--- src/rtl/pmpadrenc.sv ---
// PMP region encoder: turns a {base, size, perm, lock, index} request into the
// cheapest legal pmpaddr/pmpcfg write sequence (NA4, NAPOT or two-entry TOR).
module pmpadrenc #(
  parameter  int unsigned PA_BITS     = 56,
  parameter  int unsigned PMP_ENTRIES = 16,
  localparam int unsigned IW          = $clog2(PMP_ENTRIES),
  localparam int unsigned AW          = PA_BITS - 2
) (
  input  logic               clk,
  input  logic               reset,
  input  logic               ReqValid,
  output logic               ReqReady,
  input  logic [PA_BITS-1:0] ReqBase,
  input  logic [PA_BITS-1:0] ReqSize,
  input  logic [IW-1:0]      ReqIndex,
  input  logic [2:0]         ReqPerm,
  input  logic               ReqLock,
  output logic               WrValid,
  input  logic               WrReady,
  output logic               WrIsCfg,
  output logic [IW-1:0]      WrIndex,
  output logic [AW-1:0]      WrAdr,
  output logic [7:0]         WrCfg,
  output logic               Done,
  output logic               Err,
  output logic [1:0]         ErrCode
);

  typedef enum logic [2:0] {
    IDLE, CLASSIFY, WADR0, WADR1, WCFG0, WCFG1
  } state_t;

  localparam logic [1:0] A_TOR   = 2'b01;
  localparam logic [1:0] A_NA4   = 2'b10;
  localparam logic [1:0] A_NAPOT = 2'b11;

  state_t state, state_n;

  logic [PA_BITS-1:0] base_q, size_q;
  logic [IW-1:0]      idx_q;
  logic [2:0]         perm_q;
  logic               lock_q;

  // Classification results carried into the write states
  logic [AW-1:0] top_adr_q, top_adr_n;
  logic [1:0]    mode_q, mode_n;
  logic          two_q, two_n;

  logic          rdy_n, wv_n, iscfg_n, done_n, err_n;
  logic [IW-1:0] widx_n;
  logic [AW-1:0] wadr_n;
  logic [7:0]    wcfg_n;
  logic [1:0]    code_n;

  logic               accept;
  logic [PA_BITS:0]   sum;
  logic               bad_align, ovf, is_na4, is_pow2, is_napot, is_tor;
  logic               tor_low_bad, two_entry;
  logic [1:0]         mode_c;
  logic [AW-1:0]      adr_c, napot_mask;

  assign accept = ReqValid && ReqReady;

  // Request capture
  always_ff @(posedge clk or posedge reset) begin
    if (reset) begin
      base_q <= '0;
      size_q <= '0;
      idx_q  <= '0;
      perm_q <= '0;
      lock_q <= 1'b0;
    end else if (accept) begin
      base_q <= ReqBase;
      size_q <= ReqSize;
      idx_q  <= ReqIndex;
      perm_q <= ReqPerm;
      lock_q <= ReqLock;
    end
  end

  // Region classification on the latched request
  assign sum         = {1'b0, base_q} + {1'b0, size_q};
  assign bad_align   = (size_q == '0) || (base_q[1:0] != 2'b00) || (size_q[1:0] != 2'b00);
  assign ovf         = sum[PA_BITS] && (sum[PA_BITS-1:0] != '0);
  assign is_na4      = (size_q == PA_BITS'(4));
  assign is_pow2     = ((size_q & (size_q - PA_BITS'(1))) == '0);
  assign is_napot    = is_pow2 && (size_q[PA_BITS-1:3] != '0) &&
                       ((base_q & (size_q - PA_BITS'(1))) == '0);
  assign is_tor      = !is_na4 && !is_napot;
  assign tor_low_bad = is_tor && (idx_q == '0) && (base_q != '0);
  assign two_entry   = is_tor && (idx_q != '0);
  assign napot_mask  = {1'b0, size_q[PA_BITS-1:3]} - AW'(1);

  always_comb begin
    mode_c = A_TOR;
    adr_c  = sum[PA_BITS-1:2];
    if (is_na4) begin
      mode_c = A_NA4;
      adr_c  = base_q[PA_BITS-1:2];
    end else if (is_napot) begin
      mode_c = A_NAPOT;
      adr_c  = base_q[PA_BITS-1:2] | napot_mask;
    end
  end

  always_ff @(posedge clk or posedge reset) begin
    if (reset) begin
      state     <= IDLE;
      ReqReady  <= 1'b1;
      WrValid   <= 1'b0;
      WrIsCfg   <= 1'b0;
      WrIndex   <= '0;
      WrAdr     <= '0;
      WrCfg     <= '0;
      Done      <= 1'b0;
      Err       <= 1'b0;
      ErrCode   <= 2'b00;
      top_adr_q <= '0;
      mode_q    <= 2'b00;
      two_q     <= 1'b0;
    end else begin
      state     <= state_n;
      ReqReady  <= rdy_n;
      WrValid   <= wv_n;
      WrIsCfg   <= iscfg_n;
      WrIndex   <= widx_n;
      WrAdr     <= wadr_n;
      WrCfg     <= wcfg_n;
      Done      <= done_n;
      Err       <= err_n;
      ErrCode   <= code_n;
      top_adr_q <= top_adr_n;
      mode_q    <= mode_n;
      two_q     <= two_n;
    end
  end

  // Next state and next registered outputs; Wr* hold until a handshake
  always_comb begin
    state_n   = state;
    rdy_n     = ReqReady;
    wv_n      = WrValid;
    iscfg_n   = WrIsCfg;
    widx_n    = WrIndex;
    wadr_n    = WrAdr;
    wcfg_n    = WrCfg;
    done_n    = 1'b0;
    err_n     = 1'b0;
    code_n    = ErrCode;
    top_adr_n = top_adr_q;
    mode_n    = mode_q;
    two_n     = two_q;
    unique case (state)
      IDLE: begin
        if (accept) begin
          state_n = CLASSIFY;
          rdy_n   = 1'b0;
        end
      end
      CLASSIFY: begin
        if (bad_align || ovf || tor_low_bad) begin
          state_n = IDLE;
          rdy_n   = 1'b1;
          err_n   = 1'b1;
          code_n  = bad_align ? 2'b01 : (ovf ? 2'b10 : 2'b11);
        end else begin
          top_adr_n = adr_c;
          mode_n    = mode_c;
          two_n     = two_entry;
          wv_n      = 1'b1;
          iscfg_n   = 1'b0;
          if (two_entry) begin
            state_n = WADR0;
            widx_n  = idx_q - IW'(1);
            wadr_n  = base_q[PA_BITS-1:2];
          end else begin
            state_n = WADR1;
            widx_n  = idx_q;
            wadr_n  = adr_c;
          end
        end
      end
      WADR0: begin
        if (WrReady) begin
          state_n = WADR1;
          widx_n  = idx_q;
          wadr_n  = top_adr_q;
        end
      end
      WADR1: begin
        if (WrReady) begin
          iscfg_n = 1'b1;
          if (two_q) begin
            state_n = WCFG0;
            widx_n  = idx_q - IW'(1);
            wcfg_n  = {lock_q, 7'b000_0000};
          end else begin
            state_n = WCFG1;
            widx_n  = idx_q;
            wcfg_n  = {lock_q, 2'b00, mode_q, perm_q};
          end
        end
      end
      WCFG0: begin
        if (WrReady) begin
          state_n = WCFG1;
          widx_n  = idx_q;
          wcfg_n  = {lock_q, 2'b00, mode_q, perm_q};
        end
      end
      WCFG1: begin
        if (WrReady) begin
          state_n = IDLE;
          wv_n    = 1'b0;
          rdy_n   = 1'b1;
          done_n  = 1'b1;
        end
      end
      default: begin
        state_n = IDLE;
        rdy_n   = 1'b1;
        wv_n    = 1'b0;
      end
    endcase
  end

endmodule

--- config.mk ---
export PLATFORM = sky130hd
export DESIGN_NAME = pmpadrenc
export DESIGN_NICKNAME = d
export VERILOG_FILES = /design/src/rtl/pmpadrenc.sv
export SDC_FILE = /design/constraint.sdc
export NUM_CORES = 1
export LEC_CHECK = 0
export ABC_AREA = 1
export CELL_PAD_IN_SITES_DETAIL_PLACEMENT = 1
export CELL_PAD_IN_SITES_GLOBAL_PLACEMENT = 2
export CORE_MARGIN = 2
export CORE_UTILIZATION = 34
export DETAILED_ROUTE_END_ITERATION = 16
export PLACE_DENSITY = 0.94
export SLEW_MARGIN = 40
export SYNTH_ARGS = -nofsm -noshare
export SYNTH_HDL_FRONTEND = slang
export SYNTH_SLANG_ARGS = --single-unit
--- constraint.sdc ---
create_clock -name clk -period 14.6 [get_ports clk]
set_clock_uncertainty 0.15 [all_clocks]
set_input_delay 2.92 -clock clk [delete_from_list [all_inputs] [get_ports clk]]
set_output_delay 2.92 -clock clk [all_outputs]
set_load 0.03 [all_outputs]
==> results of run 1 <==
[layout make-up]
type,count,area [um2],share of cell area
Antenna cell,2,5.00,0.000207
Clock buffer,46,977,0.0404
Clock inverter,14,160,0.00662
Inverter,498,1890,0.0780
Multi-Input combinational cell,2448,11800,0.489
Sequential cell,251,6280,0.260
Tap cell,773,967,0.0400
Timing Repair Buffer,211,2080,0.0862
[layout by cell type, fill, tap and decap left out, types with 4 or more instances in the layout]
master and n:
sky130_fd_sc_hd__nand2_1 1200, sky130_fd_sc_hd__inv_1 483, sky130_fd_sc_hd__nor2_1 290, sky130_fd_sc_hd__o21ai_0 274, sky130_fd_sc_hd__dfrtp_1 250, sky130_fd_sc_hd__clkdlybuf4s50_1 194, sky130_fd_sc_hd__nand3_1 188, sky130_fd_sc_hd__ha_1 116
sky130_fd_sc_hd__a21oi_1 80, sky130_fd_sc_hd__nand4_1 42, sky130_fd_sc_hd__clkbuf_16 35, sky130_fd_sc_hd__xor2_1 32, sky130_fd_sc_hd__o22ai_1 31, sky130_fd_sc_hd__nor3_1 28, sky130_fd_sc_hd__o21ai_1 27, sky130_fd_sc_hd__nor4_1 26
sky130_fd_sc_hd__nand3b_1 21, sky130_fd_sc_hd__xnor2_1 15, sky130_fd_sc_hd__buf_4 14, sky130_fd_sc_hd__a31oi_1 9, sky130_fd_sc_hd__inv_2 8, sky130_fd_sc_hd__and2_1 7, sky130_fd_sc_hd__o211ai_1 7, sky130_fd_sc_hd__clkbuf_8 7
sky130_fd_sc_hd__nor2_2 6, sky130_fd_sc_hd__or2_2 6, sky130_fd_sc_hd__nand2_2 6, sky130_fd_sc_hd__clkinv_1 5, sky130_fd_sc_hd__clkbuf_1 5, sky130_fd_sc_hd__a21o_1 4, sky130_fd_sc_hd__clkinvlp_4 4, sky130_fd_sc_hd__clkinv_2 4
[synth_stat cells, types with 23 or more instances]
| cell type | number |
|---|---|
| sky130_fd_sc_hd__nand2_1 | 1201 |
| sky130_fd_sc_hd__inv_1 | 486 |
| sky130_fd_sc_hd__nor2_1 | 292 |
| sky130_fd_sc_hd__o21ai_0 | 274 |
| sky130_fd_sc_hd__dfrtp_1 | 250 |
| sky130_fd_sc_hd__nand3_1 | 189 |
| sky130_fd_sc_hd__ha_1 | 116 |
| sky130_fd_sc_hd__a21oi_1 | 80 |
| sky130_fd_sc_hd__clkbuf_1 | 63 |
| sky130_fd_sc_hd__nand4_1 | 42 |
| sky130_fd_sc_hd__xor2_1 | 32 |
| sky130_fd_sc_hd__o22ai_1 | 31 |
| sky130_fd_sc_hd__nor3_1 | 29 |
| sky130_fd_sc_hd__nor4_1 | 27 |
| sky130_fd_sc_hd__o21ai_1 | 27 |
| sky130_fd_sc_hd__buf_2 | 23 |
[power groups by stage]
stage / clock network (mW) / registers [mW] / logic [mW]
final: 0.873 / 1.45 / 4.60
after global routing: 0.906 / 1.48 / 5.02
after CTS: 0.883 / 1.44 / 4.53
after detailed placement: 0 / 1.44 / 4.51
after global placement: 0 / 1.44 / 4.46
after floorplan: 0 / 1.40 / 2.71
[cell families (layout without fill, tap and decap cells)]
kind of cell,Yosys count,count (layout),share of synthesized area
simple gates,1833,1833,0.369
buf+inv,597,769,0.114
compound gates,449,449,0.117
xor+xnor,47,47,0.0202
other cells,1,4,0.000184
fa+ha+maj,117,117,0.0722
flops,251,251,0.308
[per-layer routing]
metal  up-vias  part of all wire  GRT usage
met4         0             0.046      0.130
met5         -                 0          0
li1      10700                 -          -
met2       748              0.47      0.517
met1     11000              0.43      0.389
met3       188             0.054     0.0331
[stage by stage]
stage,hold WS (ns),setup slack (ns),power [mW]
3_5_place_dp,0.321,7.47,5.95
3_3_place_gp,0.311,7.62,5.90
2_1_floorplan,0.299,4.63,4.10
4_1_cts,0.337,7.45,6.85
5_1_grt,0.360,6.76,7.40
6_report,0.337,7.30,6.92
[worst paths after layout]
| kind | to | slack [ns] | depth (start not counted) |
|---|---|---|---|
| min reg2reg | top_adr_q[46] | 0.34 | 2 |
| min in group asynchronous | WrAdr[36] | 2.68 | 2 |
| min | top_adr_q[46] | 0.34 | 2 |
| max reg2reg | WrAdr[37] | 7.30 | 27 |
| max | WrAdr[37] | 7.30 | 27 |
| max in group asynchronous | size_q[16] | 10.43 | 3 |
[worst register-to-register path: stages (launching register included)]
cell and delay, ns:
sky130_fd_sc_hd__dfrtp_1 0.44, sky130_fd_sc_hd__inv_1 0.15, sky130_fd_sc_hd__nand3_1 0.23, sky130_fd_sc_hd__inv_1 0.21, sky130_fd_sc_hd__nand2_1 0.11, sky130_fd_sc_hd__nor2_1 0.32, sky130_fd_sc_hd__nand2_1 0.24, sky130_fd_sc_hd__nor2_1 0.57
sky130_fd_sc_hd__inv_1 0.13, sky130_fd_sc_hd__nor2_1 0.18, sky130_fd_sc_hd__nand2_1 0.08, sky130_fd_sc_hd__ha_1 0.27, sky130_fd_sc_hd__o22ai_1 0.08, sky130_fd_sc_hd__inv_1 0.06, sky130_fd_sc_hd__o221ai_1 0.10, sky130_fd_sc_hd__nor3_1 0.25
sky130_fd_sc_hd__nand3_1 0.12, sky130_fd_sc_hd__nor2_1 0.14, sky130_fd_sc_hd__nand2_2 0.17, sky130_fd_sc_hd__nand2_2 0.47, sky130_fd_sc_hd__buf_4 0.61, sky130_fd_sc_hd__o21ai_1 0.16, sky130_fd_sc_hd__inv_2 0.13, sky130_fd_sc_hd__nand3_4 0.56
sky130_fd_sc_hd__nand2_2 0.61, sky130_fd_sc_hd__buf_4 0.45, sky130_fd_sc_hd__o21ai_0 0.18, sky130_fd_sc_hd__nand2_1 0.08
[sequential cells by signal (all words and copies together) (netlist names)]
signal / cells
base_q: 56
size_q: 56
WrAdr: 54
top_adr_q: 54
WrCfg: 6
WrIndex: 4
idx_q: 4
perm_q: 3
state: 3
ErrCode: 2
mode_q: 2
Done: 1
Err: 1
ReqReady: 1
WrIsCfg: 1
WrValid: 1
lock_q: 1
two_q: 1
==> flow_results.xml, run 1 <==
<?xml version="1.0" encoding="UTF-8"?>
<metrics>
  <group name="run_status">
    <metric name="status" unit="">completed</metric>
  </group>
  <group name="timing">
    <metric name="setup_total_negative_slack" unit="ns">0</metric>
    <metric name="worst_pin_slew" unit="ns">0.943</metric>
    <metric name="final_min_period_over_clock_period" unit="">0.500</metric>
    <metric name="period_needed" unit="ns">7.30</metric>
    <metric name="achievable-frequency" unit="MHz">137</metric>
    <metric name="final-max-slew-violation-count" unit="">0</metric>
    <metric name="setup_viol" unit="">0</metric>
    <metric name="timing_hold_violations_final" unit="">0</metric>
    <metric name="slew-limit-headroom" unit="">0.366</metric>
    <metric name="grt_setup_unrepaired" unit="">no</metric>
  </group>
  <group name="route">
    <metric name="detail-route-antenna-nets" unit="">0</metric>
    <metric name="post_drt_wl_per_cell" unit="um">22.4</metric>
    <metric name="vias_per_cell" unit="">5.33</metric>
    <metric name="firstDrtPassIters" unit="">5</metric>
    <metric name="drt-initial-drc-count" unit="">1814</metric>
    <metric name="via_count" unit="">22600</metric>
    <metric name="drc_errors" unit="">0</metric>
    <metric name="drt-total-wl" unit="um">95200</metric>
  </group>
  <group name="die">
    <metric name="top_level_ports" unit="">197</metric>
    <metric name="die_area" unit="um2">61900</metric>
    <metric name="area_of_the_core" unit="um2">59100</metric>
    <metric name="die-width" unit="um">249</metric>
    <metric name="row_count" unit="">89</metric>
    <metric name="floorplan_die_height" unit="um">249</metric>
    <metric name="start_util" unit="">0.345</metric>
  </group>
  <group name="yosys">
    <metric name="synthesis.instances" unit="">3295</metric>
    <metric name="post_syn_area_per_cell" unit="um2">6.18</metric>
    <metric name="ys_dominant_reg_cell" unit="">sky130_fd_sc_hd__dfrtp_1</metric>
    <metric name="postSynthRegisterBits" unit="">251</metric>
    <metric name="seq_area_frac_synth" unit="">0.308</metric>
    <metric name="synth_largest_type_area_fraction" unit="">0.307</metric>
    <metric name="synth.area.top_cells" unit="">sky130_fd_sc_hd__dfrtp_1 (31%), sky130_fd_sc_hd__nand2_1 (22%), sky130_fd_sc_hd__inv_1 (9.0%)</metric>
    <metric name="synth.largest_area_cell" unit="">sky130_fd_sc_hd__dfrtp_1</metric>
    <metric name="yosysUniqueCellTypes" unit="">48</metric>
    <metric name="async_set_reset_flop_share_out_of_synthesis" unit="">1.00</metric>
    <metric name="synthesis.yosys.warnings" unit="">0</metric>
    <metric name="synth_edf_count" unit="">0</metric>
    <metric name="post_synth_instance_area" unit="um2">20400</metric>
  </group>
  <group name="critical_path">
    <metric name="critical_path.max_fanout" unit="">65</metric>
    <metric name="cpLargestDelayFamily" unit="">simple AND/OR/NAND/NOR gates</metric>
    <metric name="timing.critical_path.buf_inv" unit="">7</metric>
    <metric name="slowest_stage" unit="">sky130_fd_sc_hd__buf_4</metric>
    <metric name="setup.worst_path.end_class" unit="">flip-flop</metric>
    <metric name="cp.arrival" unit="ns">7.65</metric>
    <metric name="cp_data_required_time" unit="ns">14.95</metric>
    <metric name="timing.critical_path.slowest_cell_delay" unit="ns">0.61</metric>
    <metric name="timing.critical_path.from_type" unit="">flip-flop</metric>
    <metric name="critical_path.reg2reg.startpoint" unit="">size_q[3]</metric>
    <metric name="worstSetupStartpoint" unit="">size_q[3]</metric>
    <metric name="critical_path_class" unit="">reg2reg</metric>
  </group>
  <group name="placement">
    <metric name="gp_routability_congestion" unit="">1.01</metric>
    <metric name="placedInstanceArea" unit="um2">23000</metric>
    <metric name="port-buffer-count" unit="">194</metric>
    <metric name="dp_hpwl" unit="um">77100</metric>
    <metric name="place.detailed.instances" unit="">4181</metric>
  </group>
  <group name="layout">
    <metric name="nFillCells" unit="">7824</metric>
    <metric name="nNetsFinal" unit="">3685</metric>
    <metric name="layout.cells.non_filler" unit="">4243</metric>
    <metric name="synthToLayoutAreaGrowth" unit="%">18.7</metric>
    <metric name="final_core_util" unit="">0.409</metric>
    <metric name="drive_gt1_frac" unit="">0.0320</metric>
    <metric name="fin_area" unit="um2">24200</metric>
  </group>
  <group name="power">
    <metric name="vdd.ir_drop.worst" unit="mV">0.0982</metric>
    <metric name="netSwitchingFraction" unit="">0.584</metric>
    <metric name="power.switching" unit="mW">4.04</metric>
    <metric name="power_per_cell_area" unit="nW/um2">286</metric>
    <metric name="intPower" unit="mW">2.88</metric>
    <metric name="comb_power_share" unit="">0.664</metric>
    <metric name="leakagePower" unit="nW">12.3</metric>
    <metric name="register_share_of_total_power" unit="">0.210</metric>
    <metric name="power.share.clock" unit="">0.126</metric>
  </group>
  <group name="clock_tree">
    <metric name="ctsLongestPathBuffers" unit="">3</metric>
    <metric name="numClockSinks" unit="">251</metric>
    <metric name="cts.repair_timing.setup_buffer_count" unit="">0</metric>
    <metric name="insertion_delay" unit="ns">0.57</metric>
    <metric name="cts_root_buffer" unit="">sky130_fd_sc_hd__clkbuf_16</metric>
    <metric name="holdBufCountCts" unit="">0</metric>
    <metric name="cts_repair_resize_count" unit="">0</metric>
    <metric name="clkSlewWorstSetupHoldPaths" unit="ns">0.06</metric>
    <metric name="cts_made_buffers" unit="">34</metric>
    <metric name="cts_tree" unit="">built</metric>
    <metric name="clock_tree.htree_level_count" unit="">2</metric>
  </group>
  <group name="global_route">
    <metric name="global_route.usage.total" unit="">0.303</metric>
    <metric name="first_pass_grt_wire_length" unit="um">142000</metric>
    <metric name="globalRouteOverflowTotal" unit="">0</metric>
    <metric name="pin_count_of_the_biggest_net_entering_global_routing" unit="">112</metric>
    <metric name="grt_pass1_vias" unit="">23100</metric>
    <metric name="antenna_found_initial" unit="">4</metric>
  </group>
  <group name="worst_hold_path">
    <metric name="hold_path.class" unit="">reg2reg</metric>
    <metric name="worstHoldStart" unit="">top_adr_q[46]</metric>
  </group>
  <group name="run">
    <metric name="drv.max_cap_violation_count" unit="">0</metric>
  </group>
</metrics>
(Power assumes the default switching activity.)
==> run 2: changes to the inputs <==
--- a/config.mk
+++ b/config.mk
@@ -9,9 +9,9 @@
 export CELL_PAD_IN_SITES_DETAIL_PLACEMENT = 1
 export CELL_PAD_IN_SITES_GLOBAL_PLACEMENT = 2
 export CORE_MARGIN = 2
-export CORE_UTILIZATION = 34
+export CORE_UTILIZATION = 32
 export DETAILED_ROUTE_END_ITERATION = 16
-export PLACE_DENSITY = 0.94
+export PLACE_DENSITY = 0.89
 export SLEW_MARGIN = 40
 export SYNTH_ARGS = -nofsm -noshare
 export SYNTH_HDL_FRONTEND = slang
==> constraint.sdc (replaced) <==
create_clock -name clk -period 6.85 [get_ports clk]
set_clock_uncertainty 0.15 [all_clocks]
set_input_delay 1.37 -clock clk [delete_from_list [all_inputs] [get_ports clk]]
set_output_delay 1.37 -clock clk [all_outputs]
set_load 0.03 [all_outputs]
==> run 2 against run 1 <==
- maximum frequency increased by 19%
- highest routed layer is now met5
- via count is 1.2% lower
- power rose by 110%
- largest cell class unchanged
- sequential cell count stayed put
==> flow_results.xml, run 2 (same netlist as run 1, synthesis figures left out) <==
<?xml version="1.0" encoding="UTF-8"?>
<metrics>
  <group name="run_status">
    <metric name="status" unit="">completed</metric>
  </group>
  <group name="power">
    <metric name="power_per_cell_area" unit="nW/um2">606</metric>
    <metric name="design_power_total" unit="mW">14.8</metric>
    <metric name="leakagePower" unit="nW">12.4</metric>
    <metric name="vdd.ir_drop.worst" unit="mV">0.211</metric>
  </group>
  <group name="clock_tree">
    <metric name="cts_made_buffers" unit="">34</metric>
    <metric name="insertion_delay" unit="ns">0.56</metric>
    <metric name="cts_repair_resize_count" unit="">0</metric>
    <metric name="holdBufCountCts" unit="">0</metric>
    <metric name="clkSlewWorstSetupHoldPaths" unit="ns">0.06</metric>
    <metric name="cts.repair_timing.setup_buffer_count" unit="">0</metric>
    <metric name="numClockSinks" unit="">251</metric>
    <metric name="cts_root_buffer" unit="">sky130_fd_sc_hd__clkbuf_16</metric>
    <metric name="ctsLongestPathBuffers" unit="">3</metric>
    <metric name="clock_tree.htree_level_count" unit="">2</metric>
    <metric name="cts_tree" unit="">built</metric>
  </group>
  <group name="placement">
    <metric name="port-buffer-count" unit="">194</metric>
    <metric name="place.detailed.instances" unit="">4268</metric>
    <metric name="placedInstanceArea" unit="um2">23300</metric>
    <metric name="gp_routability_congestion" unit="">0.988</metric>
    <metric name="dp_hpwl" unit="um">79300</metric>
    <metric name="placement.setup.worst_slack" unit="ns">0.860</metric>
  </group>
  <group name="die">
    <metric name="die_area" unit="um2">65700</metric>
    <metric name="start_util" unit="">0.324</metric>
    <metric name="die-width" unit="um">256</metric>
    <metric name="row_count" unit="">92</metric>
    <metric name="top_level_ports" unit="">197</metric>
    <metric name="floorplan_die_height" unit="um">256</metric>
    <metric name="area_of_the_core" unit="um2">63000</metric>
  </group>
  <group name="layout">
    <metric name="layout.cells.non_filler" unit="">4328</metric>
    <metric name="nFillCells" unit="">8287</metric>
    <metric name="fin_area" unit="um2">24400</metric>
    <metric name="layout.cells.most_common_list" unit="">sky130_fd_sc_hd__nand2_1 (1200), sky130_fd_sc_hd__inv_1 (483), sky130_fd_sc_hd__nor2_1 (290)</metric>
    <metric name="final_core_util" unit="">0.388</metric>
    <metric name="synthToLayoutAreaGrowth" unit="%">20.0</metric>
    <metric name="reg.largest.list" unit="">base_q (56), size_q (56)</metric>
    <metric name="layout.cells.most_common" unit="">sky130_fd_sc_hd__nand2_1</metric>
    <metric name="drive_gt1_frac" unit="">0.0351</metric>
    <metric name="nNetsFinal" unit="">3699</metric>
  </group>
  <group name="run">
    <metric name="drv.max_cap_violation_count" unit="">0</metric>
  </group>
  <group name="timing">
    <metric name="worst_pin_slew" unit="ns">0.861</metric>
    <metric name="final_min_period_over_clock_period" unit="">0.897</metric>
    <metric name="grt_setup_unrepaired" unit="">no</metric>
    <metric name="setup_viol" unit="">0</metric>
    <metric name="final-max-slew-violation-count" unit="">0</metric>
    <metric name="final_critical_path_setup_slack" unit="ns">0.706</metric>
    <metric name="setup_total_negative_slack" unit="ns">0</metric>
    <metric name="achievable-frequency" unit="MHz">163</metric>
    <metric name="period_needed" unit="ns">6.14</metric>
    <metric name="slew-limit-headroom" unit="">0.420</metric>
    <metric name="whs" unit="ns">0.330</metric>
    <metric name="timing_hold_violations_final" unit="">0</metric>
  </group>
  <group name="global_route">
    <metric name="grt.met2_usage" unit="">0.502</metric>
    <metric name="grtUsageMet3" unit="">0.0356</metric>
    <metric name="globalRouteOverflowTotal" unit="">0</metric>
    <metric name="first_pass_grt_wire_length" unit="um">145000</metric>
    <metric name="grt_most_used_layer" unit="">met2</metric>
    <metric name="global_route.usage.total" unit="">0.294</metric>
    <metric name="globalRouteMet1Util" unit="">0.372</metric>
    <metric name="grt_pass1_vias" unit="">23100</metric>
    <metric name="antenna_found_initial" unit="">2</metric>
    <metric name="pin_count_of_the_biggest_net_entering_global_routing" unit="">112</metric>
  </group>
  <group name="critical_path">
    <metric name="critical_path.reg2reg.startpoint" unit="">size_q[7]</metric>
    <metric name="worst_r2r_path_depth" unit="">22</metric>
    <metric name="regToRegSetupSlack" unit="ns">0.71</metric>
    <metric name="regToRegEndpoint" unit="">WrAdr[37]</metric>
    <metric name="setup.worst_path.end_class" unit="">flip-flop</metric>
    <metric name="cp_data_required_time" unit="ns">7.19</metric>
    <metric name="critical_path_class" unit="">reg2reg</metric>
    <metric name="critical_path.max_fanout" unit="">35</metric>
    <metric name="cp.arrival" unit="ns">6.49</metric>
    <metric name="timing.critical_path.from_type" unit="">flip-flop</metric>
  </group>
  <group name="route">
    <metric name="detail-route-antenna-nets" unit="">0</metric>
    <metric name="post_drt_wl_per_cell" unit="um">22.4</metric>
    <metric name="firstDrtPassIters" unit="">5</metric>
    <metric name="vias_per_cell" unit="">5.16</metric>
    <metric name="drt-total-wl" unit="um">97200</metric>
    <metric name="drc_errors" unit="">0</metric>
    <metric name="via_count" unit="">22300</metric>
    <metric name="drt-initial-drc-count" unit="">1414</metric>
  </group>
  <group name="worst_hold_path">
    <metric name="timing.hold.worst_path_depth" unit="">2</metric>
    <metric name="hold_path.class" unit="">reg2reg</metric>
    <metric name="hold-path-endpoint" unit="">WrIsCfg</metric>
    <metric name="worstHoldStart" unit="">WrIsCfg</metric>
  </group>
</metrics>
-- run 2: changes by cell type in the layout (fill, tap and decap cells not counted), sizes merged --
cell,delta
clkinvlp,-3
buf,+15
inv,-1
bufinv,+1
-- run 2: area by class of cell --
| type | count | area [um2] | area share |
|---|---|---|---|
| clock inverter | 11 | 156 | 0.00640 |
| sequential | 251 | 6280 | 0.257 |
| timing repair buffer | 225 | 2270 | 0.0928 |
| multi-input combinational | 2448 | 11800 | 0.483 |
| inverter | 498 | 1880 | 0.0768 |
| tap | 846 | 1060 | 0.0433 |
| antenna | 2 | 5.00 | 0.000205 |
| clock buffer | 47 | 991 | 0.0405 |
-- run 2: worst max path at each step --
stage	from	end	slack (ns)
4_1_cts	size_q[7]	WrAdr[37]	0.83
5_1_grt	size_q[3]	WrAdr[35]	0.38
3_5_place_dp	size_q[7]	WrAdr[37]	0.86
2_1_floorplan	reset	Done	2.03
6_report	size_q[7]	WrAdr[37]	0.71
3_3_place_gp	size_q[7]	WrAdr[35]	0.97
-- run 2: report_power, final --
group	switching (mW)	internal, mW
Combinational	6.89	2.93
Clock	0.760	1.13
Sequential	0.943	2.16
-- run 2: critical path: stages (launching register included) --
cell and delay (ns):
sky130_fd_sc_hd__dfrtp_1 0.48, sky130_fd_sc_hd__nor2_1 0.14, sky130_fd_sc_hd__nand3_1 0.23, sky130_fd_sc_hd__inv_1 0.30, sky130_fd_sc_hd__nand2_1 0.14, sky130_fd_sc_hd__nor2_1 0.35, sky130_fd_sc_hd__nand2_1 0.26, sky130_fd_sc_hd__nor4_1 0.50
sky130_fd_sc_hd__nand2_1 0.12, sky130_fd_sc_hd__ha_1 0.20, sky130_fd_sc_hd__or2_2 0.27, sky130_fd_sc_hd__nor4_1 0.32, sky130_fd_sc_hd__nand4_1 0.18, sky130_fd_sc_hd__nor3_1 0.27, sky130_fd_sc_hd__nand2_2 0.21, sky130_fd_sc_hd__nand2_2 0.35
sky130_fd_sc_hd__o21ai_1 0.15, sky130_fd_sc_hd__inv_2 0.14, sky130_fd_sc_hd__nand3_4 0.30, sky130_fd_sc_hd__nand2_2 0.52, sky130_fd_sc_hd__buf_12 0.26, sky130_fd_sc_hd__o21ai_0 0.12, sky130_fd_sc_hd__nand2_1 0.07
-- run 2: per-layer routing --
| layer | wire length, um | part of all wire |
|---|---|---|
| met2 | 46000 | 0.47 |
| met4 | 4590 | 0.047 |
| met1 | 42000 | 0.43 |
| met3 | 4580 | 0.047 |
| met5 | 10 | 0.00010 |
==> run 3: changes to the inputs <==
--- a/config.mk
+++ b/config.mk
@@ -10,6 +10,7 @@
 export CELL_PAD_IN_SITES_GLOBAL_PLACEMENT = 2
 export CORE_MARGIN = 2
 export CORE_UTILIZATION = 32
+export CTS_BUF_LIST = sky130_fd_sc_hd__clkbuf_16
 export DETAILED_ROUTE_END_ITERATION = 16
 export PLACE_DENSITY = 0.89
 export SLEW_MARGIN = 40
==> run 3 against run 2 <==
- die area unchanged
- clock power decreased by 5%
- largest power group unchanged
- critical endpoint unchanged
- setup slack improved by 0.042 ns
- largest cell class unchanged
- critical path type unchanged
- hold slack improved by 0.00067 ns
- first-iteration DRC count increased by 2.6%
==> flow_results.xml, run 3 (same netlist as run 1, synthesis figures left out) <==
<?xml version="1.0" encoding="UTF-8"?>
<metrics>
  <group name="run_status">
    <metric name="status" unit="">completed</metric>
  </group>
  <group name="timing">
    <metric name="period_needed" unit="ns">6.10</metric>
    <metric name="achievable-frequency" unit="MHz">164</metric>
    <metric name="final_min_period_over_clock_period" unit="">0.891</metric>
    <metric name="setup_total_negative_slack" unit="ns">0</metric>
    <metric name="setup_viol" unit="">0</metric>
    <metric name="timing_hold_violations_final" unit="">0</metric>
    <metric name="worst_pin_slew" unit="ns">0.858</metric>
    <metric name="final-max-slew-violation-count" unit="">0</metric>
    <metric name="slew-limit-headroom" unit="">0.422</metric>
    <metric name="grt_setup_unrepaired" unit="">no</metric>
  </group>
  <group name="worst_hold_path">
    <metric name="timing.hold.worst_path_depth" unit="">2</metric>
    <metric name="worstHoldStart" unit="">WrIsCfg</metric>
    <metric name="hold_path.class" unit="">reg2reg</metric>
  </group>
  <group name="route">
    <metric name="firstDrtPassIters" unit="">8</metric>
    <metric name="drt-total-wl" unit="um">97000</metric>
    <metric name="drt-initial-drc-count" unit="">1451</metric>
    <metric name="vias_per_cell" unit="">5.17</metric>
    <metric name="post_drt_wl_per_cell" unit="um">22.4</metric>
    <metric name="detail-route-antenna-nets" unit="">0</metric>
    <metric name="drc_errors" unit="">0</metric>
    <metric name="via_count" unit="">22400</metric>
  </group>
  <group name="global_route">
    <metric name="global_route.usage.total" unit="">0.293</metric>
    <metric name="pin_count_of_the_biggest_net_entering_global_routing" unit="">112</metric>
    <metric name="antenna_found_initial" unit="">2</metric>
    <metric name="globalRouteOverflowTotal" unit="">0</metric>
    <metric name="grt_pass1_vias" unit="">23100</metric>
    <metric name="first_pass_grt_wire_length" unit="um">145000</metric>
  </group>
  <group name="clock_tree">
    <metric name="insertion_delay" unit="ns">0.56</metric>
    <metric name="holdBufCountCts" unit="">0</metric>
    <metric name="clock_tree.htree_level_count" unit="">2</metric>
    <metric name="cts_tree" unit="">built</metric>
    <metric name="numClockSinks" unit="">251</metric>
    <metric name="cts_repair_resize_count" unit="">0</metric>
    <metric name="ctsLongestPathBuffers" unit="">3</metric>
    <metric name="cts.repair_timing.setup_buffer_count" unit="">0</metric>
    <metric name="clkSlewWorstSetupHoldPaths" unit="ns">0.06</metric>
    <metric name="cts_root_buffer" unit="">sky130_fd_sc_hd__clkbuf_16</metric>
    <metric name="cts_made_buffers" unit="">34</metric>
  </group>
  <group name="critical_path">
    <metric name="crit_path_cell_trace" unit="">nor2_1 -&gt; nand3_1 -&gt; inv_1 -&gt; nand2_1 -&gt; nor2_1 -&gt; nand2_1 -&gt; nor4_1 -&gt; nand2_1 -&gt; ha_1 -&gt; or2_2 -&gt; nor4_1 -&gt; nand4_1 -&gt; nor3_1 -&gt; nand2_2 -&gt; nand2_2 -&gt; o21ai_1 -&gt; inv_2 -&gt; nand3_4 -&gt; nand2_2 -&gt; buf_12 -&gt; o21ai_0 -&gt; nand2_1</metric>
    <metric name="timing.critical_path.from_type" unit="">flip-flop</metric>
    <metric name="worstSetupStartpoint" unit="">size_q[5]</metric>
    <metric name="path_common_cell" unit="">sky130_fd_sc_hd__nand2_1</metric>
    <metric name="timing.critical_path.buf_inv" unit="">3</metric>
    <metric name="critical_path.reg2reg.startpoint" unit="">size_q[5]</metric>
    <metric name="critical_path.max_fanout" unit="">35</metric>
    <metric name="timing.critical_path.slowest_cell_delay" unit="ns">0.52</metric>
    <metric name="worst_r2r_path_depth" unit="">22</metric>
    <metric name="regToRegSetupSlack" unit="ns">0.75</metric>
    <metric name="setup.worst_path.end_class" unit="">flip-flop</metric>
    <metric name="cpLargestDelayFamily" unit="">simple AND/OR/NAND/NOR gates</metric>
    <metric name="cp_data_required_time" unit="ns">7.19</metric>
    <metric name="critical_path_depth" unit="">22</metric>
    <metric name="critical_path_class" unit="">reg2reg</metric>
    <metric name="slowest_stage" unit="">sky130_fd_sc_hd__nand2_2</metric>
    <metric name="cp.arrival" unit="ns">6.44</metric>
  </group>
  <group name="die">
    <metric name="start_util" unit="">0.324</metric>
    <metric name="top_level_ports" unit="">197</metric>
    <metric name="die_area" unit="um2">65700</metric>
    <metric name="row_count" unit="">92</metric>
    <metric name="floorplan_die_height" unit="um">256</metric>
    <metric name="die-width" unit="um">256</metric>
    <metric name="area_of_the_core" unit="um2">63000</metric>
  </group>
  <group name="layout">
    <metric name="final_core_util" unit="">0.387</metric>
    <metric name="nNetsFinal" unit="">3699</metric>
    <metric name="nFillCells" unit="">8290</metric>
    <metric name="drive_gt1_frac" unit="">0.0330</metric>
    <metric name="seqCellArea" unit="um2">6280</metric>
    <metric name="reg.largest.list" unit="">base_q (56), size_q (56)</metric>
    <metric name="layout.cells.most_common" unit="">sky130_fd_sc_hd__nand2_1</metric>
    <metric name="layout.cells.most_common_list" unit="">sky130_fd_sc_hd__nand2_1 (1200), sky130_fd_sc_hd__inv_1 (488), sky130_fd_sc_hd__nor2_1 (290)</metric>
    <metric name="multi_input_area" unit="um2">11800</metric>
    <metric name="synthToLayoutAreaGrowth" unit="%">19.6</metric>
  </group>
  <group name="placement">
    <metric name="dp_hpwl" unit="um">79300</metric>
    <metric name="port-buffer-count" unit="">194</metric>
    <metric name="gp_routability_congestion" unit="">0.988</metric>
  </group>
  <group name="run">
    <metric name="drv.max_cap_violation_count" unit="">0</metric>
  </group>
  <group name="power">
    <metric name="leakagePower" unit="nW">12.4</metric>
    <metric name="vdd.ir_drop.worst" unit="mV">0.211</metric>
    <metric name="power_per_cell_area" unit="nW/um2">603</metric>
  </group>
</metrics>
-- run 3: cell types whose count changed in the layout (fill, tap and decap cells not counted), sizes merged --
| cell | delta |
|---|---|
| clkbuf | -12 |
| clkinv | +7 |
| inv | +5 |
-- run 3: per-layer routing --
layer  share of wire  track usage  up-vias
met5         0.00011            0        -
met4           0.048        0.127        2
met3           0.050       0.0384      182
met2            0.47        0.501      613
met1            0.43        0.370    10800
li1                -            -    10700
-- run 3: layout make-up --
| type | instances | share of cell area |
|---|---|---|
| Multi-Input combinational cell | 2448 | 0.484 |
| Timing Repair Buffer | 225 | 0.0931 |
| Antenna cell | 2 | 0.000205 |
| Inverter | 498 | 0.0771 |
| Clock inverter | 23 | 0.00826 |
| Tap cell | 846 | 0.0434 |
| Sequential cell | 251 | 0.258 |
| Clock buffer | 35 | 0.0359 |
-- run 3: tightest hold or removal path: stages, from the launching register on --
cell,delay (ns)
sky130_fd_sc_hd__dfrtp_1,0.35
sky130_fd_sc_hd__nand2_1,0.06
sky130_fd_sc_hd__nand2_1,0.05
-- run 3: worst paths after layout --
kind	to
max in group asynchronous	size_q[37]
min reg2reg	WrIsCfg
min in group asynchronous	top_adr_q[35]
max reg2reg	WrAdr[37]
max	WrAdr[37]
min	WrIsCfg
-- run 3: per-stage QoR --
step / cell area [um2] / hold WS [ns] / setup WS (ns) / std cells / total power, mW
floorplan: 20400 / 0.299 / 2.03 / 3296 / 8.75
global placement: 23200 / 0.311 / 0.973 / 4266 / 12.7
detailed placement: 23300 / 0.315 / 0.860 / 4268 / 12.8
CTS: 24400 / 0.329 / 0.829 / 4326 / 14.7
global route: 24400 / 0.360 / 0.377 / 4326 / 15.8
finish: 24400 / 0.331 / 0.748 / 4328 / 14.7
-- run 3: report_power, final --
part	switching, mW	internal (mW)	leakage (nW)
Sequential	0.940	2.16	3.14
Clock	0.753	1.04	0.549
Combinational	6.88	2.93	8.74
